--- src/rtl/sad_accum_ctrl.sv ---
// sad_accum_ctrl: sequences 7-lane SAD beats through a diff stage and a saturating accumulate stage.
module sad_accum_ctrl #(
  parameter int PIX_W     = 8,
  parameter int NUM_BEATS = 8,
  parameter int SAD_W     = 16
) (
  input  logic               clk,
  input  logic               rst,
  input  logic               start,
  input  logic [7*PIX_W-1:0] cur_pix,
  input  logic [7*PIX_W-1:0] ref_pix,
  input  logic               in_valid,
  output logic               in_ready,
  output logic [SAD_W-1:0]   sad_out,
  output logic               sad_valid,
  input  logic               sad_ready,
  output logic               overflow,
  output logic               busy,
  output logic [7:0]         beat_cnt
);
  typedef enum logic [1:0] {IDLE, RUN, DRAIN, DONE} state_t;
  state_t state, state_n;
  logic [6:0][PIX_W-1:0] diff, d;
  logic s1_valid, ovf, last, accept;
  logic [SAD_W-1:0] acc;
  logic [PIX_W+2:0] beat_sum;
  logic [SAD_W:0] total;
  for (genvar k = 0; k < 7; k++) begin : g_lane
    logic [PIX_W-1:0] c, r;
    assign c = cur_pix[k*PIX_W +: PIX_W];
    assign r = ref_pix[k*PIX_W +: PIX_W];
    assign diff[k] = c >= r ? c - r : r - c;
  end
  // RUN holds one bubble cycle after the last beat so the final diff reaches the accumulator
  assign last      = beat_cnt == 8'(NUM_BEATS);
  assign in_ready  = state == RUN && !last;
  assign accept    = in_valid && in_ready;
  assign busy      = state != IDLE;
  assign sad_valid = state == DONE;
  assign sad_out   = acc;
  assign overflow  = ovf;
  always_comb begin
    beat_sum = '0;
    for (int k = 0; k < 7; k++) beat_sum = beat_sum + (PIX_W+3)'(d[k]);
    total = {1'b0, acc} + (SAD_W+1)'(beat_sum);
  end
  always_comb begin
    state_n = state;
    case (state)
      IDLE:    state_n = start ? RUN : IDLE;
      RUN:     state_n = last ? DRAIN : RUN;
      DRAIN:   state_n = DONE;
      default: state_n = sad_ready ? IDLE : DONE;
    endcase
  end
  always_ff @(posedge clk or posedge rst) begin
    if (rst) begin
      state    <= IDLE;
      d        <= '0;
      s1_valid <= 1'b0;
      acc      <= '0;
      ovf      <= 1'b0;
      beat_cnt <= '0;
    end else begin
      state    <= state_n;
      s1_valid <= accept;
      if (accept) begin
        d        <= diff;
        beat_cnt <= beat_cnt + 8'd1;
      end
      if (state == IDLE && start) begin
        acc      <= '0;
        ovf      <= 1'b0;
        beat_cnt <= '0;
      end else if (s1_valid) begin
        acc <= total[SAD_W] ? '1 : total[SAD_W-1:0];
        ovf <= ovf | total[SAD_W];
      end
    end
  end
endmodule

--- config.mk ---
export PLATFORM = sky130hd
export DESIGN_NAME = sad_accum_ctrl
export DESIGN_NICKNAME = d
export VERILOG_FILES = /design/src/rtl/sad_accum_ctrl.sv
export SDC_FILE = /design/constraint.sdc
export NUM_CORES = 1
export LEC_CHECK = 0
export ABC_CLOCK_PERIOD_IN_PS = 5690
export CAP_MARGIN = 20
export CORE_UTILIZATION = 40
export CTS_CLUSTER_DIAMETER = 120
export CTS_CLUSTER_SIZE = 10
export DETAILED_ROUTE_END_ITERATION = 8
export SETUP_SLACK_MARGIN = 0.4
export SYNTH_ARGS = -nofsm -noshare
export SYNTH_HDL_FRONTEND = slang
export SYNTH_SLANG_ARGS = --single-unit
--- constraint.sdc ---
create_clock -name clk -period 5.69 [get_ports clk]
set_input_delay 1.138 -clock clk [delete_from_list [all_inputs] [get_ports clk]]
set_output_delay 1.138 -clock clk [all_outputs]
set_load 0.005 [all_outputs]
==> results.tsv, run 1 <==
metric	value	unit
setup_viol	0	
grt_pass1_vias	7866	
setup_slack	953	ps
path_clk_slew	60	ps
cp_common_cell	fa_1	
slowest_delay	550	ps
vias	7939	
final_cell_mix	250 x inv_1, 144 x clkdlybuf4s50_1, 124 x ha_1, 84 x dfrtp_1	
start_util	0.408	
portBuffers	144	
cp_cell_sequence	inv_1, fa_1, inv_1, fa_1, fa_1, inv_1, fa_1, inv_1, ha_1, fa_1, a21oi_1, o21ai_0, a21oi_1, o211ai_1, nand4_1, buf_4, a21oi_1	
finish.utilization	0.488	
viasPerCell	4.91	
synth_top_area_frac	0.212	
relSlewSlack	0.421	
pin_count	145	
finalSetupTns	0	ps
drc	0	
crit_type	reg2reg	
layout-drive-gt1-share	0.0364	
hold_path.class	reg2reg	
first_iter_violations	298	
path_max_fanout	14	
outcome	finished clean	
cp-start-kind	flop	
min_period_over_period	0.832	
maxCapViolCount	0	
grt-ovfl-total	0	
synth_area	0.00991	mm2
die-area	0.0254	mm2
required	5910	ps
seq_area_frac_synth	0.212	
final-hold-violation-count	0	
grt_use_total	0.174	
async_flop_share	1.00	
end_kind	flop	
crit_buf_inv	5	
fp.coreArea	0.0243	mm2
dr.pass1.iters	5	
hp-start	d[42]	
syn2layout_area_growth	19.8	%
clock_sinks	84	
synth_area_leaders	dfrtp_1 21%, ha_1 16%, fa_1 12%	
h-tree-depth	3	
post_cts_resized	0	
antenna_cells	0	
max_freq	211	MHz
synth.distinct_cells	80	
fill_cells	2369	
final_common_cell	inv_1	
postSynthCellCount	1163	
critPathArrivalTime	4960	ps
die_w	159	um
synth-seq-cells	84	
antenna_left	0	
crit_slowest_cell	fa_1	
insertion_delay	340	ps
antenna_found_initial	0	
ff2ff_path_depth	17	
synth_flop_cell	dfrtp_1	
wl	21700	um
ys_warn_count	0	
wl_per_cell	13.4	um
reg2reg_from	sad_out[2]	
cts_buffer_depth	2	
hold_end	d[42]	
synth_top_area_cell	dfrtp_1	
rsz0062_at_grt	false	
die_y	159	um
root_buffer	clkbuf_16	
maxSlewViolCount	0	
crit_family	adder cells	
holdPathStages	2	
synthesis.nets	1465	
numCtsBuffers	9	
dp_hpwl	18100	um
r2r_setup_slack	950	ps
r2r_end	sad_out[4]	
finClkSkew	6.49	ps
fp-row-count	57	
worst_pin_slew	869	ps
final_nets	1590	
syn_avg_cell_area	8.52	um2
grt_max_degree	95	
cts_tree	built	
dp_slack	750	ps
fin_crit	4740	ps
synth_edf_count	0	
gp_congestion	0.902	
grt_pass1_wl	36600	um
logic make-up after synthesis:
group | count (synthesis) | share of synthesized area
AO/OA/AOI/OAI | 277 | 0.184
buffers and inverters | 286 | 0.118
multiplexers | 42 | 0.0437
flip-flops | 84 | 0.212
adder cells (fa/ha/maj) | 185 | 0.280
AND/OR/NAND/NOR | 242 | 0.121
XOR/XNOR | 47 | 0.0415
worst min-delay path, delay by kind of cell, from the launching register on:
kind	cells	cell delay (ps)
flops	1	340
compound gates	1	60
simple gates	1	50
sequential cells by signal, indices dropped and copies added, names as in the netlist:
register	cells
overflow	1
sad_out	16
beat_cnt	8
state	2
d	56
s1_valid	1
through the flow:
| step | std cells | cell area [um2] | hold slack (ps) |
|---|---|---|---|
| floorplan | 1163 | 9910 | 447 |
| global placement | 1600 | 11600 | 465 |
| detailed placement | 1600 | 11600 | 470 |
| CTS | 1615 | 11900 | 484 |
| finish | 1616 | 11900 | 476 |
| global route | 1616 | 11900 | 499 |
worst max path at each step:
stage | start | end | slack, ps | cells past startpoint
after floorplan | sad_out[2] | sad_out[0] | 1140 | 17
after global placement | sad_out[2] | sad_out[9] | 850 | 16
after detailed placement | sad_out[2] | sad_out[11] | 750 | 16
after CTS | sad_out[2] | sad_out[11] | 730 | 16
after global routing | sad_out[2] | sad_out[10] | 620 | 17
final | sad_out[2] | sad_out[4] | 950 | 17
layer usage:
layer	track usage	wire length, um
met1	0.228	10300
met2	0.310	10500
met3	0.0219	631
met4	0.0323	224
met5	0	0
synthesized netlist by cell type, drive strengths merged, types with 3 or more instances:
cell type,instances
inv,251
ha,124
o21ai,90
dfrtp,84
nand2,83
a21oi,67
fa,61
nor2,46
mux2i,35
xnor2,29
buf,22
nor2b,22
nor3,20
a21o,19
xor2,18
o211ai,15
nand3,13
o21a,13
clkbuf,12
a31oi,11
nand2b,11
nand4,11
and3,7
mux2,7
a21boi,6
nand3b,6
o21bai,6
a311oi,5
and2,4
o31ai,4
or2,4
or3,4
a221oi,3
a2bb2oi,3
a41oi,3
nor4b,3
o221ai,3
o22ai,3
final cells by class:
| cell class | instances | area [um2] | area share |
|---|---|---|---|
| multi-input combinational | 793 | 6640 | 0.559 |
| sequential | 84 | 2100 | 0.177 |
| timing repair buffer | 149 | 1480 | 0.125 |
| inverter | 251 | 943 | 0.0794 |
| tap | 324 | 405 | 0.0341 |
| clock buffer | 14 | 274 | 0.0231 |
| clock inverter | 1 | 30.0 | 0.00253 |
what timing repair did:
item                                    in CTS  in global routing
endpoints found under the setup margin       0                 14
buffers inserted                             0                  1
hold endpoints to repair                     0                  0
hold buffers                                 0                  0
Power of run 1 is not shown: default switching activity piles up to over one toggle a cycle in this logic, so the estimate is an artifact.
==> inputs of run 2 (changes only) <==
--- a/config.mk
+++ b/config.mk
@@ -5,7 +5,7 @@
 export SDC_FILE = /design/constraint.sdc
 export NUM_CORES = 1
 export LEC_CHECK = 0
-export ABC_CLOCK_PERIOD_IN_PS = 5690
+export ABC_CLOCK_PERIOD_IN_PS = 3830
 export CAP_MARGIN = 20
 export CORE_UTILIZATION = 40
 export CTS_CLUSTER_DIAMETER = 120
==> constraint.sdc (replaced) <==
create_clock -name clk -period 3.83 [get_ports clk]
set_input_delay 0.766 -clock clk [delete_from_list [all_inputs] [get_ports clk]]
set_output_delay 0.766 -clock clk [all_outputs]
set_load 0.005 [all_outputs]
==> run 2 against run 1 <==
  * Global-route usage up 0.72 points
  * Die area did not move
  * Wire length up 4.0%
  * Critical endpoint is now sad_out[10]
  * Highest routed layer unchanged
  * Flip-flop and latch count did not move
  * The flow now finishes with violations (setup timing)
  * Via count increased by 2.9%
  * Critical path type unchanged
==> results.tsv, run 2 (synthesized netlist as in run 1, its figures left out) <==
metric	value	unit
outcome	finished, violations left	
violations	setup timing	
final-hold-violation-count	0	
dp_slack	-510	ps
syn2layout_area_growth	24.7	%
cp_cell_sequence	inv_1, fa_1, fa_1, fa_1, inv_1, fa_1, ha_4, fa_2, a21oi_4, o21ai_4, a2111oi_2, nor3_1, xor2_1, mux2i_1, a21oi_1	
hold_path.class	reg2reg	
gp_congestion	0.879	
reg2reg_from	d[17]	
start_util	0.408	
cp-start-kind	flop	
setup_slack	-397	ps
critPathArrivalTime	4450	ps
setup_viol	17	
finClkSkew	7.49	ps
grt_pass1_wl	38300	um
clock_sinks	84	
final_nets	1634	
die_y	159	um
die_w	159	um
grt_use_total	0.182	
dr.pass1.iters	4	
holdWs	483	ps
wl	22600	um
crit_type	reg2reg	
path_max_fanout	2	
path_clk_slew	70	ps
grt_max_degree	60	
antenna_found_initial	0	
insertion_delay	350	ps
relSlewSlack	0.347	
critPathLaunch	d[17]	
slowest_delay	560	ps
largest_register	d	
maxCapViolCount	0	
grt-ovfl-total	0	
cts_buffer_depth	2	
final_cell_mix	237 x inv_1, 144 x clkdlybuf4s50_1, 120 x ha_1, 84 x dfrtp_1, 82 x nand2_1	
portBuffers	144	
final_common_cell	inv_1	
first_iter_violations	369	
grt_pass1_vias	7975	
maxSlewViolCount	0	
cp_common_cell	fa_1	
max_freq	237	MHz
root_buffer	clkbuf_16	
fill_cells	2313	
fp.coreArea	0.0243	mm2
die-area	0.0254	mm2
largest_reg_flops	56	
rsz0062_at_grt	true	
required	4050	ps
crit_slowest_cell	fa_1	
hp-start	d[31]	
numCtsBuffers	9	
antenna_cells	0	
seqCellArea	0.00210	mm2
cts_tree	built	
viasPerCell	4.92	
min_period_over_period	1.10	
antenna_left	0	
fp-row-count	57	
pin_count	145	
layout-drive-gt1-share	0.0942	
drc	0	
end_kind	flop	
wl_per_cell	13.6	um
worst_pin_slew	980	ps
h-tree-depth	3	
multi_input_area	0.00680	mm2
dp_hpwl	18700	um
vias	8173	
fin_crit	4230	ps
==> run 2: worst max-delay path: cells and delay by family, from the launching register on <==
family / cells / cell delay [ps]
xor gates and xnor gates: 1 / 140
muxes: 1 / 140
AOI/OAI and AO/OA: 4 / 660
DFF: 1 / 350
adders and majority gates: 6 / 2600
and+or+nand+nor: 1 / 90
buffers and inverters: 2 / 120
==> run 2: layer usage <==
metal | vias to the layer above | wire length, um | global-route usage
met5 | - | 0 | 0
met4 | 0 | 110 | 0.0201
met3 | 10 | 690 | 0.0198
met2 | 154 | 11000 | 0.315
met1 | 3828 | 10700 | 0.250
li1 | 4181 | - | -
==> run 2: final cells by class <==
type                       count  area share
multi-input combinational    793       0.550
sequential                    84       0.170
timing repair buffer         193       0.148
inverter                     251      0.0763
tap                          324      0.0328
clock buffer                   9      0.0182
clock inverter                 7     0.00476
==> run 2: final timing paths <==
kind	slack [ps]	to	depth (start not counted)
max	-400	sad_out[10]	15
min	480	d[31]	2
max reg2reg	-400	sad_out[10]	15
min reg2reg	480	d[31]	2
max in group asynchronous	2290	d[7]	4
min in group asynchronous	760	d[20]	2
==> run 2: what timing repair did <==
| item | 4_1_cts | 5_1_grt |
|---|---|---|
| pin swaps | 12 | 16 |
| hold buffers | 0 | 0 |
| resized for setup | 9 | 28 |
| setup buffers | 2 | 5 |
| setup endpoints to repair | 17 | 19 |
==> run 2: metrics by stage <==
step	setup TNS, ps	utilization	std cells	cell area, um2
final	-5630	0.508	1661	12400
after global placement	-5800	0.488	1637	11900
after floorplan	-4690	-	1163	9940
after detailed placement	-6440	0.488	1637	11900
after CTS	-5860	0.501	1655	12200
after global routing	-8740	0.508	1661	12400
Power of run 2 is left out for the same reason.
==> inputs of run 3 (changes only) <==
--- a/config.mk
+++ b/config.mk
@@ -5,13 +5,14 @@
 export SDC_FILE = /design/constraint.sdc
 export NUM_CORES = 1
 export LEC_CHECK = 0
-export ABC_CLOCK_PERIOD_IN_PS = 3830
+export ABC_CLOCK_PERIOD_IN_PS = 3600
 export CAP_MARGIN = 20
 export CORE_UTILIZATION = 40
 export CTS_CLUSTER_DIAMETER = 120
 export CTS_CLUSTER_SIZE = 10
 export DETAILED_ROUTE_END_ITERATION = 8
 export SETUP_SLACK_MARGIN = 0.4
+export SLEW_MARGIN = 20
 export SYNTH_ARGS = -nofsm -noshare
 export SYNTH_HDL_FRONTEND = slang
 export SYNTH_SLANG_ARGS = --single-unit
==> constraint.sdc (replaced) <==
create_clock -name clk -period 3.6 [get_ports clk]
set_input_delay 0.72 -clock clk [delete_from_list [all_inputs] [get_ports clk]]
set_output_delay 0.72 -clock clk [all_outputs]
set_load 0.005 [all_outputs]
==> run 3 against run 2 <==
  * The run still ends with setup timing left
  * Clock skew rose by 1.9 ps
  * Via count rose by 1.3%
  * Setup slack got worse by 310 ps
  * Flip-flop and latch count did not move
  * Register-to-register slack got worse by 310 ps
  * Clock-buffer cell count rose by 1
  * Die area did not move
  * Global-route usage rose by 0.12 points
  * Largest cell class unchanged
==> results.tsv, run 3 (synthesized netlist as in run 1, its figures left out) <==
metric	value	unit
die-area	0.0254	mm2
antenna_found_initial	0	
crit_slowest_cell	fa_1	
final_common_cell	inv_1	
maxCapViolCount	0	
fin_crit	4300	ps
grt_pass1_wl	38100	um
grt_pass1_vias	8089	
ff2ff_path_depth	18	
h-tree-depth	3	
maxSlewViolCount	0	
fin_cells	1676	
largest_reg_flops	56	
die_w	159	um
fp.coreArea	0.0243	mm2
highest_layer	met4	
cp_cell_sequence	inv_2, fa_1, inv_2, fa_1, fa_1, inv_1, fa_1, inv_2, ha_4, fa_2, a21oi_4, o21ai_4, a21oi_2, o211ai_1, buf_4, buf_6, and4b_1, nor3_2	
wl_met2	11100	um
drc	0	
fill_cells	2323	
slowest_delay	520	ps
setup_slack	-702	ps
final-hold-violation-count	0	
dp_hpwl	18900	um
cp_common_cell	fa_1	
final_nets	1649	
worst_pin_slew	870	ps
antenna_cells	0	
hold_path.class	reg2reg	
gp_congestion	0.865	
max_freq	232	MHz
crit_type	reg2reg	
start_util	0.408	
die_y	159	um
finClkSkew	9.36	ps
pin_count	145	
largest_register	d	
clock_sinks	84	
hold_buffers	0	
wl_per_cell	13.6	um
required	3880	ps
critPathArrivalTime	4580	ps
grt_max_degree	64	
fp-row-count	57	
grt_use_total	0.183	
grt-ovfl-total	0	
holdPathStages	2	
antenna_left	0	
rsz0062_at_grt	true	
root_buffer	clkbuf_16	
wl	22800	um
path_max_fanout	3	
end_kind	flop	
dr.pass1.iters	5	
first_iter_violations	272	
insertion_delay	350	ps
layout-drive-gt1-share	0.118	
cp-start-kind	flop	
path_clk_slew	70	ps
syn2layout_area_growth	27.4	%
dp_slack	-787	ps
cts_buffer_depth	2	
numCtsBuffers	9	
relSlewSlack	0.420	
final_cell_mix	241 x inv_1, 142 x clkdlybuf4s50_1, 119 x ha_1, 84 x dfrtp_1, 82 x nand2_1	
outcome	finished, violations left	
violations	setup timing	
viasPerCell	4.94	
dpl.cell_count	1654	
min_period_over_period	1.20	
cts_tree	built	
setup_viol	17	
finalSetupTns	-10930	ps
vias	8282	
portBuffers	144	
r2r_setup_slack	-700	ps
holdWs	481	ps
dr_wl_met3	674	um
wl_met1	10500	um
-- run 3: changes by cell type in the layout (fill, tap and decap cells not counted), moves of 3 or more --
cell	before	now
o21ai_1	6	9
a21oi_1	60	45
inv_2	13	9
inv_1	237	241
a21oi_2	5	19
buf_4	46	59
-- run 3: stage by stage --
stage	utilization	instance area, um2
CTS	0.513	12500
floorplan	-	9940
global placement	0.494	12000
finish	0.519	12600
detailed placement	0.494	12000
global route	0.519	12600
-- run 3: area by class of cell --
type / instances / area, um2 / area share
multi-input combinational: 793 / 6900 / 0.547
sequential: 84 / 2100 / 0.166
inverter: 251 / 943 / 0.0747
clock inverter: 6 / 72.6 / 0.00575
clock buffer: 10 / 239 / 0.0189
timing repair buffer: 208 / 1960 / 0.155
tap: 324 / 405 / 0.0321
-- run 3: worst paths after layout --
path                             from           to
setup / recovery           sad_out[2]  sad_out[12]
setup reg to reg           sad_out[2]  sad_out[12]
hold / removal                  d[24]        d[24]
hold reg to reg                 d[24]        d[24]
max in group asynchronous         rst   sad_out[5]
min in group asynchronous         rst        d[20]
-- run 3: layer usage --
layer  vias to the layer above  track usage
met5                         -            0
met4                         0       0.0503
met3                        20       0.0263
met2                       145        0.314
met1                      3911        0.240
li1                       4206            -
-- run 3: critical path, delay by kind of cell (launching register included) --
kind | cells | cell delay (ps)
fa+ha+maj | 6 | 2500
compound gates | 4 | 610
buf+inv | 6 | 470
flops | 1 | 390
simple gates | 2 | 280
-- run 3: what timing repair did --
action	CTS	global route
gates resized for setup	36	28
setup endpoints to repair	18	25
setup buffers	3	3
pin swaps	32	14
hold endpoints to repair	0	0
gates cloned	0	0
Power of run 3 is left out for the same reason.
